$ cat config.mk
export PLATFORM = sky130hd
export DESIGN_NAME = fetch_sequencer
export DESIGN_NICKNAME = d
export VERILOG_FILES = /design/src/rtl/fetch_sequencer.sv
export SDC_FILE = /design/constraint.sdc
export NUM_CORES = 1
export LEC_CHECK = 0
export ABC_CLOCK_PERIOD_IN_PS = 1900
export CAP_MARGIN = 20
export CORE_MARGIN = 4
export CORE_UTILIZATION = 45
export CTS_CLUSTER_SIZE = 10
export DETAILED_ROUTE_END_ITERATION = 7
export GPL_TIMING_DRIVEN = 1
export PLACE_DENSITY = 0.81
export RECOVER_POWER = 100
export SYNTH_ARGS = -nofsm -noshare
export SYNTH_HDL_FRONTEND = slang
export SYNTH_SLANG_ARGS = --single-unit
$ cat constraint.sdc
create_clock -name clk -period 1.9 [get_ports clk]
set_input_delay 0.57 -clock clk [delete_from_list [all_inputs] [get_ports clk]]
set_output_delay 0.57 -clock clk [all_outputs]
set_load 0.05 [all_outputs]
$ cat src/rtl/fetch_sequencer.sv
// Instruction fetch sequencer: walks a combinational ROM and hands one word per cycle to execute.
// Optional FETCH_JUMP_PREDECODE_EN folds absolute jumps (opcode 4'b1000) into fetch.
module fetch_sequencer #(
    parameter logic [9:0] RESET_PC  = 10'd0,
    parameter logic [9:0] HALT_WORD = 10'b0010000010
) (
    input  logic       clk,
    input  logic       rst_n,
    input  logic       start,
    input  logic [9:0] start_pc,
    output logic [9:0] rom_address,
    input  logic [9:0] rom_data,
    output logic [9:0] instr,
    output logic [9:0] instr_pc,
    output logic       instr_valid,
    input  logic       instr_ready,
    input  logic       redirect,
    input  logic [9:0] redirect_pc,
    output logic       busy,
    output logic       halted
);

    typedef enum logic [1:0] {
        IDLE  = 2'd0,
        FETCH = 2'd1,
        HALT  = 2'd2
    } state_t;

    state_t     state_reg;
    logic [9:0] pc_reg;
    logic [9:0] instr_reg;
    logic [9:0] instr_pc_reg;
    logic       instr_valid_reg;
    logic       busy_reg;
    logic       halted_reg;

    logic slot_free;
    logic is_halt;

    assign slot_free = ~instr_valid_reg | instr_ready;
    assign is_halt   = (rom_data == HALT_WORD);

`ifdef FETCH_JUMP_PREDECODE_EN
    logic is_jump;
    assign is_jump = (rom_data[9:6] == 4'b1000);
`endif

    always_ff @(posedge clk or negedge rst_n) begin
        if (!rst_n) begin
            state_reg       <= IDLE;
            pc_reg          <= RESET_PC;
            instr_reg       <= 10'd0;
            instr_pc_reg    <= 10'd0;
            instr_valid_reg <= 1'b0;
            busy_reg        <= 1'b0;
            halted_reg      <= 1'b0;
        end else begin
            case (state_reg)
                IDLE, HALT: begin
                    if (start) begin
                        pc_reg          <= start_pc;
                        instr_valid_reg <= 1'b0;
                        state_reg       <= FETCH;
                        busy_reg        <= 1'b1;
                        halted_reg      <= 1'b0;
                    end else if (instr_valid_reg && instr_ready) begin
                        // A halt word left pending downstream retires here.
                        instr_valid_reg <= 1'b0;
                    end
                end
                FETCH: begin
                    if (redirect) begin
                        pc_reg          <= redirect_pc;
                        instr_valid_reg <= 1'b0;
`ifdef FETCH_JUMP_PREDECODE_EN
                    end else if (slot_free && is_jump) begin
                        // Jump is consumed in fetch; the slot is free, so whatever was
                        // shown has either just transferred or was already empty.
                        pc_reg          <= {4'b0000, rom_data[5:0]};
                        instr_valid_reg <= 1'b0;
`endif
                    end else if (slot_free) begin
                        instr_reg       <= rom_data;
                        instr_pc_reg    <= pc_reg;
                        instr_valid_reg <= 1'b1;
                        if (is_halt) begin
                            state_reg  <= HALT;
                            busy_reg   <= 1'b0;
                            halted_reg <= 1'b1;
                        end else begin
                            pc_reg <= pc_reg + 10'd1;
                        end
                    end
                end
                default: begin
                    state_reg  <= IDLE;
                    busy_reg   <= 1'b0;
                    halted_reg <= 1'b0;
                end
            endcase
        end
    end

    assign rom_address = pc_reg;
    assign instr       = instr_reg;
    assign instr_pc    = instr_pc_reg;
    assign instr_valid = instr_valid_reg;
    assign busy        = busy_reg;
    assign halted      = halted_reg;

endmodule

==> metrics.cfg <==
[synthesis]
synth_edf_count = 0
synthTopCellsByArea = dfrtp_1, mux2_4, o2bb2ai_1
yosysUniqueCellTypes = 40
syn_inst = 162
yosysMostFrequentCell = dfrtp_1
synth_nets = 198
synthAdderAreaFrac_pct = 0.666
yosys-top-cells-count = dfrtp_1, mux2_4, nand2_1
synth_top_area_cell = dfrtp_1
synthXorXnorAreaFrac_pct = 0.466
synth-main-ff-cell = dfrtp_1
synth_area_per_cell_um2 = 11.6
netlist.area_leader.share_pct = 45.3
syn_area_um2 = 1880
synth_mux_area_share_pct = 16.9
ys_seq_area_share_pct = 45.3
synth-async-reset-ratio_pct = 100
synth_simple_gate_area_share_pct = 18.4
synth_compound_area_share_pct = 14.2
ys_ff_latch = 34
ys_warn_count = 0
synth_top_family_by_area = simple AND/OR/NAND/NOR gates

[route]
num_vias = 1645
totalWireLength_um = 4880
firstDrtPassIters = 5
drc_errors = 0
avgViaCountPerCell = 5.39
drt-wirelength-per-cell_um = 16.0
antenna_left = 0
drt-initial-drc-count = 169

[pwr]
power.switching_w = 0.00273
swShare_pct = 53.0
irDropWorstVdd_mv = 0.996
pwr-share-comb_pct = 62.0
internal_power_w = 0.00242
pwr-share-clk_pct = 10.7
p_leak_nw = 1.21
p_seq_share_pct = 27.4
total_power_w = 0.00515
pwr_density_cell_nw_per_um2 = 1950

[timing]
fmax_ghz = 0.536
setup_violations = 0
setup_slack_ns = 0.0334
drv_slew = 0
tightest_slew_ns = 0.835
tns_ns = 0
relSlewSlack_pct = 44.3
period_share_pct = 98.2
clock_skew_ns = 0.00401
min_period_ns = 1.87
rsz0062_at_grt = yes
finalHoldViolCount = 0

[cts]
cts_max_path_buffers = 2
cts.sinks = 34
cts_tree = done
path_clk_slew_ns = 0.07
root_buffer = clkbuf_8
cts_buffers = 5
clock_latency_ns = 0.28
htreeDepth = 2

[cells_and_area]
final_util_pct = 65.7
num-fill-cells = 356
final_area_um2 = 2650
nets = 290
antenna_cells = 0
area_growth_pct = 40.8
drive_above_1_share_pct = 20.8

[floorplanning]
die_y_um = 72.6
row_count = 23
pin_count = 68
die_w_um = 72.6
die_area_um2 = 5270
core_area_um2 = 4030
initial_utilization_pct = 46.6

[setup_path]
crit_cells = 7
worstSetupPathType = in -> reg
setup.worst_path.start_class = input pin
arrival_ns = 2.06
crit_slowest_cell = clkdlybuf4s50_1
r2r_start = rom_address[0]
max_stage_delay_ns = 0.41
critPathCaptureType = register
crit_buf_inv = 3
rrSetupSlack_ns = 0.25
required_ns = 2.10
critical_path.top_delay_family = buffers and inverters
crit_fanout = 7
crit_chain = clkdlybuf4s50_1 -> buf_6 -> nor3b_2 -> buf_4 -> o21ai_0 -> and3_1 -> o22ai_1
r2r_cells = 5
startpoint = redirect

[placement]
place.gp.congestion = 0.840
detailed_place.area_um2 = 2780
dp_slack_ns = -0.347
port_buffers = 67
post-dp-hpwl_um = 3710

[hold_path]
hold_class = in -> async

[run_status]
outcome = finished clean

[grt]
grt_pass1_vias = 1673
grt_overflow = 0
grt_pass1_wl_um = 7890
antenna_found_initial = 0
grtUsageTotal_pct = 19.1
grt_max_degree = 35

[job]
drv_cap = 0

-- per-layer routing --
metal  wire [um]  global-route usage, %  share of wire (%)
met1        2000                   24.2                 41
met2        2460                   32.6                 50
met3         339                   4.41                6.9
met4          79                   5.53                1.6
met5           0                      0                  0
-- logic make-up after synthesis --
logic type      after synthesis
simple gates                 52
compound gates               38
flops                        34
mux                          23
buf+inv                      13
xor+xnor                      1
fa+ha+maj                     1
-- repair_timing --
item                       4_1_cts  5_1_grt
setup endpoints to repair        2        6
gates resized for setup          2        2
buffers inserted                 1        0
pin swaps                        3        4
hold buffers                     0        0
-- through the flow --
step	hold WS, ns	cells
finish	0.465	305
floorplan	0.274	162
global placement	0.465	296
CTS	0.326	305
detailed placement	0.482	296
global route	0.513	305
-- final cells by class --
class                           instances  area [um2]  share of cell area [%]
Clock inverter                          1        5.00                   0.189
Timing Repair Buffer                   92         711                    26.9
Multi-Input combinational cell        115         908                    34.3
Clock buffer                            7        86.3                    3.26
Tap cell                               50        62.6                    2.36
Inverter                                6        22.5                   0.851
Sequential cell                        34         851                    32.2
-- power by group through the flow --
stage          Combinational [W]  Sequential, W  Clock, W
6_report                 0.00319        0.00141  0.000549
5_1_grt                  0.00337        0.00147  0.000596
4_1_cts                  0.00381        0.00148  0.000559
3_5_place_dp             0.00380        0.00148         0
3_3_place_gp             0.00373        0.00146         0
2_1_floorplan            0.00125        0.00260         0
-- cells in the final DEF, fill, tap and decap left out, types with 5 or more instances in the layout --
master           instances
dfrtp_1                 34
clkdlybuf4s50_1         33
clkbuf_1                24
buf_4                   16
mux2_1                  14
nand2_1                 13
o21ai_0                  9
nand3_1                  9
nor2_1                   9
clkbuf_2                 8
inv_1                    6
a21oi_1                  6
o2bb2ai_1                6
clkbuf_8                 6
and3_1                   5
dlymetal6s2s_1           5
-- path summary, 6_finish.rpt --
| path | end |
|---|---|
| worst max register to register | rom_address[7] |
| worst min-delay path | instr[8] |
| worst min register to register | instr[4] |
| max in group asynchronous | rom_address[2] |
| min in group clk | instr[4] |
| worst max-delay path | rom_address[6] |
No activity file was read; power rests on OpenSTA's default activity.
